--- config.mk ---
export PLATFORM = sky130hd
export DESIGN_NAME = seg7_scan_driver
export DESIGN_NICKNAME = d
export VERILOG_FILES = /design/src/rtl/seg7_pkg.sv /design/src/rtl/seg7_hex_decode.sv /design/src/rtl/seg7_scan_driver.sv
export SDC_FILE = /design/constraint.sdc
export NUM_CORES = 1
export LEC_CHECK = 0
export BUFFER_PORTS_ARGS = -buffer_cell sky130_fd_sc_hd__buf_2
export CORE_AREA = 5 5 86 88
export CTS_CLUSTER_SIZE = 40
export DETAILED_ROUTE_END_ITERATION = 16
export DIE_AREA = 0 0 91 93
export PLACE_DENSITY = 0.63
export SYNTH_ARGS = -nofsm -noshare
export SYNTH_HDL_FRONTEND = slang
export SYNTH_HIERARCHICAL = 1
export SYNTH_SLANG_ARGS = --single-unit
--- constraint.sdc ---
create_clock -name CLK -period 2.6 [get_ports CLK]
set_input_delay 0.39 -clock CLK [delete_from_list [all_inputs] [get_ports CLK]]
set_output_delay 0.39 -clock CLK [all_outputs]
set_load 0.1 [all_outputs]
--- src/rtl/seg7_pkg.sv ---
// Shared definitions for the seven-segment scan driver: segment table,
// scan phase type, digit-off constant and slot-length helper.
// Optional build macro used by the driver: SEG7_LZB_EN (leading-zero blanking).
package seg7_pkg;

    // All common cathodes released (active-low, so every digit dark).
    localparam logic [3:0] COMM_OFF = 4'b1111;

    // Scan phase within one digit slot.
    typedef enum logic [0:0] {
        BLANK = 1'b0,
        DRIVE = 1'b1
    } phase_e;

    // Hex digit to segment pattern, bit order g..a (bit 0 = segment a).
    localparam logic [6:0] HEX_SEG_TABLE [16] = '{
        7'b0111111, // 0
        7'b0000110, // 1
        7'b1011011, // 2
        7'b1001111, // 3
        7'b1100110, // 4
        7'b1101101, // 5
        7'b1111101, // 6
        7'b0000111, // 7
        7'b1111111, // 8
        7'b1101111, // 9
        7'b1110111, // A
        7'b1111100, // b
        7'b0111001, // C
        7'b1011110, // d
        7'b1111001, // E
        7'b1110001  // F
    };

    // Number of clock cycles in one digit slot.
    function automatic int seg7_div(input int clk_hz, input int digit_hz);
        return clk_hz / digit_hz;
    endfunction

endpackage

--- src/rtl/seg7_hex_decode.sv ---
// Combinational hex nibble to seven-segment pattern decoder.
module seg7_hex_decode
    import seg7_pkg::*;
(
    input  logic [3:0] nibble,
    output logic [6:0] seg
);

    // Look up the segment pattern for the nibble in the shared table.
    always_comb begin
        seg = HEX_SEG_TABLE[nibble];
    end

endmodule

--- src/rtl/seg7_scan_driver.sv ---
// Four-digit common-cathode seven-segment scan driver.
// Each digit slot starts with a blanking gap (anti-ghosting), then drives
// one digit. The displayed value is snapshotted once per frame so a digit
// sequence never tears. All outputs are registered.
// Build macro SEG7_LZB_EN enables leading-zero blanking of digits 1..3.
module seg7_scan_driver
    import seg7_pkg::*;
#(
    parameter int CLK_HZ       = 12000000,
    parameter int DIGIT_HZ     = 1000,
    parameter int BLANK_CYCLES = 120
) (
    input  logic        CLK,
    input  logic        RST_N,
    input  logic [15:0] VALUE,
    input  logic [3:0]  DP_IN,
    input  logic        EN,
    output logic [6:0]  SEG,
    output logic        DP,
    output logic [3:0]  COMM,
    output logic        FRAME_TICK
);

    localparam int DIV   = seg7_div(CLK_HZ, DIGIT_HZ);
    localparam int CNT_W = (DIV > 1) ? $clog2(DIV) : 1;

    // The blanking gap must leave at least one drive cycle per slot.
    generate
        if ((BLANK_CYCLES < 1) || (BLANK_CYCLES >= DIV)) begin : g_bad_blank
            $error("seg7_scan_driver: BLANK_CYCLES must satisfy 1 <= BLANK_CYCLES < CLK_HZ/DIGIT_HZ");
        end
    endgenerate

    logic [CNT_W-1:0] cnt_q, cnt_d;
    logic [1:0]       digit_q, digit_d;
    phase_e           phase_q, phase_d;
    logic [15:0]      snap_value_q, snap_value_d;
    logic [3:0]       snap_dp_q, snap_dp_d;
    logic [3:0]       supp_q, supp_d;
    logic [6:0]       seg_q, seg_d;
    logic             dp_q, dp_d;
    logic [3:0]       comm_q, comm_d;
    logic             tick_q, tick_d;

    logic             wrap_s;
    logic             frame_start_s;
    logic [3:0]       cur_nib_s;
    logic [6:0]       cur_seg_s;

    seg7_hex_decode u_dec (
        .nibble (cur_nib_s),
        .seg    (cur_seg_s)
    );

    // Pick the snapshot nibble belonging to the digit currently scanned.
    always_comb begin
        cur_nib_s = 4'h0;
        case (digit_q)
            2'd0:    cur_nib_s = snap_value_q[3:0];
            2'd1:    cur_nib_s = snap_value_q[7:4];
            2'd2:    cur_nib_s = snap_value_q[11:8];
            2'd3:    cur_nib_s = snap_value_q[15:12];
            default: cur_nib_s = 4'h0;
        endcase
    end

    // Slot counter, digit index and blank/drive phase sequencing.
    always_comb begin
        wrap_s        = (cnt_q == CNT_W'(DIV - 1));
        frame_start_s = wrap_s && (digit_q == 2'd3);
        if (wrap_s) begin
            cnt_d   = {CNT_W{1'b0}};
            digit_d = digit_q + 2'd1;
        end else begin
            cnt_d   = cnt_q + CNT_W'(1);
            digit_d = digit_q;
        end
        // Phase mirrors the next count so it flips exactly at BLANK_CYCLES and at wrap.
        if (cnt_d < CNT_W'(BLANK_CYCLES)) begin
            phase_d = BLANK;
        end else begin
            phase_d = DRIVE;
        end
    end

    // Frame-start snapshot of value, decimal points and zero-suppression mask.
    always_comb begin
        tick_d = frame_start_s;
        if (frame_start_s) begin
            snap_value_d = VALUE;
            snap_dp_d    = DP_IN;
`ifdef SEG7_LZB_EN
            supp_d[0] = 1'b0;
            supp_d[1] = (VALUE[15:4]  == 12'h000);
            supp_d[2] = (VALUE[15:8]  == 8'h00);
            supp_d[3] = (VALUE[15:12] == 4'h0);
`else
            supp_d    = 4'b0000;
`endif
        end else begin
            snap_value_d = snap_value_q;
            snap_dp_d    = snap_dp_q;
            supp_d       = supp_q;
        end
    end

    // Next output pattern from the current phase/digit; EN low forces blank.
    always_comb begin
        comm_d = COMM_OFF;
        seg_d  = 7'b0000000;
        dp_d   = 1'b0;
        if (EN && (phase_q == DRIVE)) begin
            if (!supp_q[digit_q]) begin
                comm_d = COMM_OFF & ~(4'b0001 << digit_q);
                seg_d  = cur_seg_s;
                dp_d   = snap_dp_q[digit_q];
            end else if (snap_dp_q[digit_q]) begin
                // Suppressed leading zero that still carries a decimal point.
                comm_d = COMM_OFF & ~(4'b0001 << digit_q);
                seg_d  = 7'b0000000;
                dp_d   = 1'b1;
            end else begin
                comm_d = COMM_OFF;
                seg_d  = 7'b0000000;
                dp_d   = 1'b0;
            end
        end else begin
            comm_d = COMM_OFF;
            seg_d  = 7'b0000000;
            dp_d   = 1'b0;
        end
    end

    // State and output registers with asynchronous active-low reset.
    always_ff @(posedge CLK or negedge RST_N) begin
        if (!RST_N) begin
            cnt_q        <= {CNT_W{1'b0}};
            digit_q      <= 2'd0;
            phase_q      <= BLANK;
            snap_value_q <= 16'h0000;
            snap_dp_q    <= 4'b0000;
`ifdef SEG7_LZB_EN
            supp_q       <= 4'b1110;
`else
            supp_q       <= 4'b0000;
`endif
            seg_q        <= 7'b0000000;
            dp_q         <= 1'b0;
            comm_q       <= COMM_OFF;
            tick_q       <= 1'b0;
        end else begin
            cnt_q        <= cnt_d;
            digit_q      <= digit_d;
            phase_q      <= phase_d;
            snap_value_q <= snap_value_d;
            snap_dp_q    <= snap_dp_d;
            supp_q       <= supp_d;
            seg_q        <= seg_d;
            dp_q         <= dp_d;
            comm_q       <= comm_d;
            tick_q       <= tick_d;
        end
    end

    assign SEG        = seg_q;
    assign DP         = dp_q;
    assign COMM       = comm_q;
    assign FRAME_TICK = tick_q;

endmodule

After elaboration in Yosys (flattened, before gate mapping)
Memories as Yosys holds them, arrays and structs flattened.
Cells that the tools add are included.
{ "totals": {"word_cells": 42, "regBits": 50, "mem_count": 1, "ramBits": 0, "latchBits": 0, "rom_bits": 112, "input_bits": 23} }
{ "mem_list": {"columns": ["name", "words", "width", "rd", "rd_clocked_by_memory_dff", "write_ports", "line_no", "rtl"], "rows": [
  ["(no name shown)", 16, 7, 1, 0, 0, "seg7_hex_decode.sv:11", "seg = HEX_SEG_TABLE[nibble];"]
]} }
{ "op_classes": {"order_cmp": 3, "div": 0, "n_mux": 17, "shifts": 1, "multipliers": 0, "n_addsub": 2, "reduce_logical": 3, "bitwise_logic": 2, "eq_ne": 4} }
{ "ops": {"columns": ["op", "n"], "rows": [
  ["7-bit 2-to-1 mux", 4],
  ["4-bit case mux with 4 select lines", 1],
  ["14-bit by 1-bit adder with 14-bit output, second input constant", 1],
  ["14-bit == test, second input constant", 1],
  ["14-bit by 7-bit less-than comparator with 1-bit output, second input constant", 1],
  ["14-bit 2-to-1 mux", 1],
  ["4-bit 2-to-1 mux", 3],
  ["1-bit 2-to-1 mux", 6],
  ["5-bit greater-or-equal comparator, second input constant", 1],
  ["4-bit NOT with 5-bit output", 1],
  ["1-bit binary-select mux with 2-bit select", 2],
  ["2-bit == test, second input constant", 2],
  ["4-bit NOT", 1],
  ["1-bit by 2-bit left shift with 4-bit output, first input constant", 1],
  ["2-bit by 3-bit less-than comparator with 1-bit output, second input constant", 1],
  ["2-bit by 1-bit adder with 2-bit output, second input constant", 1],
  ["2-bit by 1-bit == test with 1-bit output, second input constant", 1],
  ["1-bit logical AND", 2],
  ["2-bit logical NOT", 1]
]} }

Depth between registers and ports, before layout
Gate-level depths: netlist (run 1).
{ "logic_depth": {"depth_word": 8, "mapped_depth": 9} }

Cells and area by module
The synthesis (run 1) kept the hierarchy.
{ "modules_own_cells": {"columns": ["module", "instances", "cells_per_inst", "seq_area_each_um2", "area_each_um2"], "rows": [
  ["seg7_scan_driver", 1, 220, 1256.2, 2222.1],
  ["seg7_hex_decode", 1, 33, 0.0, 287.8]
]} }

Worst setup path after synthesis (run 1)
Ideal clock, no wire load.
{ "synth_timing": {"kind": "register -> register", "start": "reg digit_q[0]", "end": "reg seg_q[3] (netlist: SEG[3])", "setup_ns": 0.120, "t_arrival_ns": 2.327, "path_stages_with_launch": 9, "required_ns": 2.480, "synth_period_minus_slack_ns": 2.447, "path_slack_ns": 0.153, "cell_sequence": "dfrtp_1 > inv_1 > ha_1 > buf_1 > mux2i_1 > inv_1 > ha_1 > mux4_1 > and3_1"} }
{ "synth_via": {"elab_chain_cells": 8, "elab_cells_between_ends": 13, "classes_between": "eq/ne (3); mux (7); bitwise (1); reduce/logical (1); memory (1)"} }
{ "synth_rtl": {"columns": ["element", "line_no", "rtl"], "rows": [
  ["from (decl)", "seg7_scan_driver.sv:35", "logic [1:0] digit_q, digit_d;"],
  ["from (signal assigned)", "seg7_scan_driver.sv:153", "digit_q <= digit_d;"],
  ["2-bit == test, or another cell as far along", "seg7_scan_driver.sv:58", "case (digit_q)"],
  ["4-bit case mux with 4 select lines *", "seg7_scan_driver.sv:58", null],
  ["via cur_nib_s[1]", "seg7_scan_driver.sv:47", "logic [3:0] cur_nib_s;"],
  ["4-bit NOT with 5-bit output (not written as such) *", "seg7_hex_decode.sv:11", null],
  ["memory 16 x 7 bit *", null, null],
  ["7-bit 2-to-1 mux (not written as such) * (2 in a row)", "seg7_hex_decode.sv:11", null],
  ["via cur_seg_s[3]", "seg7_scan_driver.sv:48", "logic [6:0] cur_seg_s;"],
  ["7-bit 2-to-1 mux *", "seg7_scan_driver.sv:113", "if (!supp_q[digit_q]) begin"],
  ["7-bit 2-to-1 mux *", "seg7_scan_driver.sv:112", "if (EN && (phase_q == DRIVE)) begin"],
  ["via seg_d[3]", "seg7_scan_driver.sv:40", "logic [6:0] seg_q, seg_d;"],
  ["to (signal assigned)", "seg7_scan_driver.sv:158", "seg_q <= seg_d;"],
  ["to (decl)", "seg7_scan_driver.sv:40", null]
]} }
Mark *: on every way through the listed nets, which the timed path passes. The rest lies on a longest branch. The select of a mux whose other input is x is not followed.
A chain may end at the register's enable or synchronous reset.

Worst setup path after layout (run 1)
Same ends and word-level chain as after synthesis.

==> impl_metrics.yaml, run 1 <==
cts:
  cts_tree: "built"
  cts-root-buf: "clkbuf_8"
  cts.path.max_buffers: 2
  cts.sinks: 50
  ctsHtreeMaxLevel: 2
  numCtsBuffers: 5
  clk_pin_slew_worst_paths_ns: 0.09
  insertion_delay_ns: 0.30
grt:
  grt_pass1_wl_um: 8940
  antenna_found_initial: 0
  grt_max_degree: 51
  grt_usage_pct: 12.8
  grt_overflow_total: 0
  grt_pass1_vias: 1891
routing:
  drt_iter0_drc: 110
  finalWirelength_um: 4960
  num_vias: 1812
  drt_pass1_iterations: 4
  drc: 0
  viasPerCell: 4.86
  final_antenna_net_count: 0
  wl_per_cell_um: 13.3
setup_path:
  worstRegToRegCells: 8
  crit_buf_inv: 2
  crit_start: "digit_q[0]"
  critPathMaxStageDelay_ns: 0.49
  start_kind: "flip-flop"
  path_class: "flip-flop to flip-flop"
  crit_chain: "inv_1 > ha_1 > a222oi_1 > mux2i_1 > inv_1 > ha_1 > mux4_1 > and3_1"
  r2r_end: "SEG[3]"
  arrival_ns: 2.60
  required_ns: 2.80
  crit_cells: 8
  critical-path-slowest-cell: "mux4_1"
  r2r_slack_ns: 0.21
  crit_fanout: 5
  crit_path_end: "SEG[3]"
  cpLargestDelayFamily: "multiplexers"
  regToRegStartpoint: "digit_q[0]"
  timing.critical_path.to_type: "flip-flop"
logic_synthesis:
  avgSynthCellArea_um2: 9.92
  seq_area_frac_synth_pct: 50.0
  synth_warnings: 6
  postSynthCellCount: 253
  syn-num-nets: 289
  synth-main-ff-cell: "dfrtp_1"
  async_flop_share_pct: 100
  ys_types: 47
  synth_seq_cells: 50
  synth_area_um2: 2510
  synth_edf_count: 0
floorplanning:
  die_x_um: 91
  start_util_pct: 38.2
  die_h_um: 93
  coreArea_um2: 6570
  die-area_um2: 8460
  rows: 30
  io_pins: 36
job:
  timing.max_cap.violations: 0
sta:
  max_slew_margin_pct: 38.3
  tns_ns: 0
  finalCriticalPeriod_ns: 2.39
  setup_viol: 0
  maxSlewViolCount: 0
  fin_ws_ns: 0.205
  finalHoldViolCount: 0
  skew_ns: 0.00371
  hold_ws_ns: 0.0610
  tightest_slew_ns: 0.899
  rsz0062_at_grt: "false"
  period_share_pct: 92.1
  clock.fmax_mhz: 418
placement:
  place.gp.congestion: 0.818
  dp_slack_ns: 0.104
  post-dp-hpwl_um: 3620
  portBuffers: 35
  dp_cells: 364
worst_hold_path:
  hp-class: "input port to asynchronous set/reset pin"
final_layout:
  final_layout_size_suffix_gt1_share_pct: 24.6
  stdcell_count: 373
  syn_to_final_growth_pct: 16.3
  num_antenna_cells: 0
  nNetsFinal: 328
  final_core_util_pct: 44.4
  fill_cells: 647
  final_common_cell: "nand2_1"
  final_cell_mix: "64 x nand2_1, 45 x dfrtp_1, 35 x buf_2"
power_and_ir_drop:
  powerDensity_nw_per_um2: 470
  p_leak_uw: 0.00142
  worst_ir_drop_vdd_v: 0.000322
outcome:
  outcome: "complete, no violations"
## worst reg2reg max path, cell delays in order (launching register included)
cell and delay, ns:
dfrtp_2 0.40, inv_1 0.08, ha_1 0.26, a222oi_1 0.31, mux2i_1 0.15, inv_1 0.14
ha_1 0.27, mux4_1 0.49, and3_1 0.19
## layout make-up
type                    instances  area, µm²  area share [%]
clock buffers                   5       68.8            2.36
flip-flops and latches         50       1260            43.1
well taps                      80        100            3.43
multi-input cells             179       1150            39.3
inverters                      12       45.0            1.54
clock inverters                 3       45.0            1.54
repair buffers                 44        255            8.75
## metal layers
layer  global-route usage (%)  routed length [µm]  share of wire, %
met5                        0                   0                 0
met1                     18.0                2500                50
met4                     3.91                  68               1.4
met2                     19.8                2150                43
met3                     2.74                 240               4.8
## synth_stat cells, drive strengths merged, types with 5 or more instances
library cell  number  area (µm²)
a21oi              5        25.0
nand3              8        45.0
nor2              14        55.1
buf                8        50.0
inv               12        45.0
nand2             64         240
dfrtp             46        1150
xnor2              9        78.8
ha                13         163
o21ai              8        43.8
mux2i              6        60.1
and3               8        50.1
## through the flow
| stage | total power, µW | area (µm²) |
|---|---|---|
| 3_5_place_dp | 830 | 2790 |
| 6_report | 1370 | 2920 |
| 4_1_cts | 1390 | 2910 |
| 3_3_place_gp | 829 | 2790 |
| 5_1_grt | 1430 | 2920 |
| 2_1_floorplan | 795 | 2510 |
## worst min-delay path by stage
stage	to	slack, ns	cells past startpoint
after floorplan	DP	0.09	0
final	snap_value_q[3]	0.06	2
after CTS	snap_value_q[3]	0.07	2
after detailed placement	snap_value_q[1]	0.41	2
after global placement	snap_value_q[1]	0.40	2
after global routing	snap_value_q[2]	0.08	2
## sequential cells by signal (all words and copies together) (netlist names)
register      count
digit_q           2
FRAME_TICK        1
phase_q           1
DP                1
cnt_q            14
snap_value_q     16
COMM              4
SEG               7
snap_dp_q         4
## timing repair
action                     4_1_cts  5_1_grt
gates resized for setup          0        3
setup endpoints to repair        0        2
hold buffers                     0        0
setup buffers                    0        1
## cell families after synthesis
family	after synthesis	share of synthesized area, %
XOR/XNOR	13	4.54
flip-flops	50	50.0
adder cells (fa/ha/maj)	13	6.48
multiplexers	11	5.68
AO/OA/AOI/OAI	24	6.58
AND/OR/NAND/NOR	118	22.3
buffers and inverters	24	4.39
## where the power goes
group / internal (µW) / total, µW / switching [µW]
sequential: 777 / 777 / 0
clock: 286 / 557 / 271
combinational: 15.0 / 36.1 / 21.2
Power figures use the tool's default switching activity.
==> run 2: changes to the inputs <==
PLACE_DENSITY = 0.61   (was 0.63)
clock period = 3 ns   (was 2.6 ns; I/O delays follow)
==> impl_metrics.yaml, run 2 (synthesis results as in run 1) <==
cts:
  cts_tree: "built"
  clk_pin_slew_worst_paths_ns: 0.09
  ctsHtreeMaxLevel: 2
  post_cts_resized: 0
  insertion_delay_ns: 0.30
  cts.path.max_buffers: 2
  postCtsSetupBuffers: 0
  numCtsBuffers: 5
  cts.sinks: 50
  cts_hold_buf: 0
  cts-root-buf: "clkbuf_8"
floorplanning:
  die_x_um: 91
  die_h_um: 93
  start_util_pct: 38.2
  rows: 30
  die-area_um2: 8460
  coreArea_um2: 6570
  io_pins: 36
routing:
  drt_iter0_drc: 103
  wl_per_cell_um: 13.2
  final_antenna_net_count: 0
  finalWirelength_um: 4860
  num_vias: 1821
  drt_pass1_iterations: 4
  viasPerCell: 4.95
  drc: 0
power_and_ir_drop:
  switching_share_pct: 20.4
  powerDensity_nw_per_um2: 410
  p_seq_share_pct: 57.5
  switching_power_uw: 239
  pwr-share-comb_pct: 2.4
  p_clk_share_pct: 40.1
  internal_power_uw: 933
  worst_ir_drop_vdd_v: 0.000188
  p_leak_uw: 0.00140
setup_path:
  timing.critical_path.to_type: "flip-flop"
  start_kind: "flip-flop"
  path_class: "flip-flop to flip-flop"
  r2r_slack_ns: 0.34
  regToRegStartpoint: "digit_q[0]"
  worstRegToRegCells: 9
  r2r_end: "SEG[3]"
  required_ns: 3.20
  arrival_ns: 2.86
  crit_fanout: 5
sta:
  period_share_pct: 88.7
  tns_ns: 0
  fin_ws_ns: 0.340
  setup_viol: 0
  tightest_slew_ns: 1.09
  clock.fmax_mhz: 376
  max_slew_margin_pct: 27.5
  skew_ns: 0.0136
  finalCriticalPeriod_ns: 2.66
  hold_ws_ns: 0.335
  finalHoldViolCount: 0
  maxSlewViolCount: 0
  rsz0062_at_grt: "false"
grt:
  grt_pass1_wl_um: 8340
  grt_max_degree: 51
  antenna_found_initial: 0
  grt_overflow_total: 0
  grt_pass1_vias: 1744
  grt_usage_pct: 12.1
final_layout:
  final_core_util_pct: 43.5
  final_common_cell: "nand2_1"
  num_antenna_cells: 0
  final_cell_mix: "64 x nand2_1, 46 x dfrtp_1, 35 x buf_2"
  largest_register_ffs: 16
  top_register: "snap_value_q"
  final_layout_size_suffix_gt1_share_pct: 21.9
  nNetsFinal: 323
  stdcell_count: 368
  syn_to_final_growth_pct: 14.0
placement:
  place.gp.congestion: 0.806
  post-dp-hpwl_um: 3450
  portBuffers: 35
  dp_cells: 360
  dp_slack_ns: 0.389
outcome:
  outcome: "complete, no violations"
job:
  timing.max_cap.violations: 0
worst_hold_path:
  hp-class: "input port to asynchronous set/reset pin"
-- run 2: cell type report --
type | count | area, µm²
clock buffers | 6 | 72.6
inverters | 12 | 45.0
fillers | 617 | 3710
flip-flops and latches | 50 | 1260
repair buffers | 39 | 205
well taps | 80 | 100
clock inverters | 2 | 37.5
multi-input cells | 179 | 1140
-- run 2: stage by stage --
step | power, µW | instance area (µm²)
CTS | 1190 | 2860
floorplan | 689 | 2510
global route | 1230 | 2860
global placement | 716 | 2750
finish | 1170 | 2860
detailed placement | 716 | 2750
-- run 2: power groups by stage --
stage               clock network (µW)  logic [µW]  registers [µW]
floorplan                            0        1.66             687
global placement                     0        28.9             687
detailed placement                   0        29.4             687
CTS                                486        29.5             674
global route                       523        33.5             674
finish                             470        28.0             674
-- run 2: worst max-delay path, cell delays in order, from the launching register on --
cell and delay, ns:
dfrtp_1 0.46, inv_1 0.12, ha_1 0.28, a222oi_1 0.35, mux2i_1 0.22, inv_1 0.16, ha_1 0.26, inv_1 0.05
mux4_1 0.46, and3_1 0.18
-- run 2: per-layer routing --
metal	GRT usage (%)	routed length (µm)
met1	18.0	2420
met2	16.5	2050
met3	3.06	282
met4	5.01	97
met5	0	0
-- run 2: worst max-delay path by stage --
stage                from     end  cells past startpoint
2_1_floorplan  digit_q[0]  SEG[3]                      8
3_3_place_gp   digit_q[0]  SEG[3]                      9
3_5_place_dp   digit_q[0]  SEG[3]                      9
4_1_cts        digit_q[0]  SEG[3]                      9
5_1_grt        digit_q[0]  SEG[3]                      9
6_report       digit_q[0]  SEG[3]                      9
==> run 3: changes to the inputs <==
clock period = 3.35 ns   (was 3 ns; I/O delays follow)
==> impl_metrics.yaml, run 3 (synthesis results as in run 1) <==
grt:
  antenna_found_initial: 0
  grt_pass1_vias: 1834
  grt_max_degree: 51
  grt_usage_pct: 12.3
  grt_pass1_wl_um: 8580
  grt_overflow_total: 0
setup_path:
  path_class: "flip-flop to flip-flop"
  critPathMostFrequentCell: "inv_1"
  required_ns: 3.55
  crit_chain: "inv_1 > ha_1 > a222oi_1 > mux2i_1 > inv_1 > ha_1 > inv_1 > mux4_1 > and3_1"
  arrival_ns: 2.84
  timing.critical_path.to_type: "flip-flop"
  critPathMaxStageDelay_ns: 0.46
  start_kind: "flip-flop"
  critical-path-slowest-cell: "dfrtp_1"
  crit_fanout: 5
final_layout:
  regArea_um2: 1260
  final_common_cell: "nand2_1"
  largest_register_ffs: 16
  multiInputGateArea_um2: 1140
  final_layout_size_suffix_gt1_share_pct: 21.9
  final_cell_mix: "64 x nand2_1, 46 x dfrtp_1, 35 x buf_2"
  top_register: "snap_value_q"
  num_antenna_cells: 0
  nNetsFinal: 323
  syn_to_final_growth_pct: 13.2
  fill_cells: 645
cts:
  cts.sinks: 50
  numCtsBuffers: 5
  cts_tree: "built"
  clk_pin_slew_worst_paths_ns: 0.09
  postCtsSetupBuffers: 0
  cts_hold_buf: 0
  post_cts_resized: 0
  ctsHtreeMaxLevel: 2
  cts-root-buf: "clkbuf_8"
  insertion_delay_ns: 0.30
  cts.path.max_buffers: 2
sta:
  setup_viol: 0
  period_share_pct: 78.8
  finalHoldViolCount: 0
  rsz0062_at_grt: "false"
  skew_ns: 0.0110
  finalCriticalPeriod_ns: 2.64
  maxSlewViolCount: 0
  tightest_slew_ns: 1.08
  clock.fmax_mhz: 379
  tns_ns: 0
  max_slew_margin_pct: 27.8
power_and_ir_drop:
  powerDensity_nw_per_um2: 347
  worst_ir_drop_vdd_v: 0.000165
  power.total_uw: 987
  p_leak_uw: 0.00139
routing:
  final_antenna_net_count: 0
  num_vias: 1830
  drt_pass1_iterations: 4
  drc: 0
  drt_iter0_drc: 101
  wl_per_cell_um: 13.4
  finalWirelength_um: 4920
  viasPerCell: 4.97
placement:
  post-dp-hpwl_um: 3500
  place.gp.congestion: 0.782
  portBuffers: 35
floorplanning:
  die-area_um2: 8460
  rows: 30
  io_pins: 36
  die_h_um: 93
  start_util_pct: 38.2
  die_x_um: 91
  coreArea_um2: 6570
job:
  timing.max_cap.violations: 0
worst_hold_path:
  hp-class: "input port to flip-flop"
outcome:
  outcome: "complete, no violations"
run 3: cell types whose count changed in the layout (fill, tap and decap cells not counted), sizes merged:
cell,delta
clkbuf,+1
clkinvlp,-1
bufinv,-1
clkinv,+1
run 3: area by class of cell:
cell class	count	share of cell area (%)
Sequential cell	50	44.2
Multi-Input combinational cell	179	40.2
Timing Repair Buffer	39	7.22
Tap cell	80	3.52
Clock buffer	7	3.04
Inverter	12	1.59
Clock inverter	1	0.176
run 3: path summary, 6_finish.rpt:
path | start | end | slack [ns] | cells after the start
setup / recovery | digit_q[0] | SEG[3] | 0.71 | 9
hold / removal | VALUE[7] | snap_value_q[7] | 0.40 | 3
setup reg to reg | digit_q[0] | SEG[3] | 0.71 | 9
hold reg to reg | snap_dp_q[2] | snap_dp_q[2] | 0.47 | 2
max in group asynchronous | RST_N | cnt_q[11] | 2.28 | 1
min in group asynchronous | RST_N | snap_value_q[5] | 0.41 | 1
run 3: where the power goes:
group	switching, µW	internal [µW]
clock network	192	167
logic	15.9	9.13
registers	0	603
run 3: stage by stage:
| step | utilization (%) | setup WS, ns | cells | hold WS [ns] | cell area, µm² |
|---|---|---|---|---|---|
| 6_report | 43.3 | 0.711 | 368 | 0.399 | 2840 |
| 2_1_floorplan | - | 0.903 | 253 | 0.207 | 2510 |
| 3_3_place_gp | 41.9 | 0.864 | 360 | 0.454 | 2750 |
| 4_1_cts | 43.3 | 0.674 | 368 | 0.393 | 2840 |
| 3_5_place_dp | 41.9 | 0.681 | 360 | 0.456 | 2750 |
| 5_1_grt | 43.3 | 0.460 | 368 | 0.394 | 2840 |
run 3: critical path, delay by kind of cell (launching register included):
family	cells	cell delay (ns)
mux	2	0.69
fa+ha+maj	2	0.54
flops	1	0.46
compound gates	1	0.34
buf+inv	3	0.33
simple gates	1	0.19
run 3: layer usage:
layer  vias up  share of wire (%)  track usage [%]
li1        920                  -                -
met2        54                 45             19.1
met4         0               0.92             3.79
met5         -                  0                0
met1       851                 48             16.9
met3         5                6.1             3.46
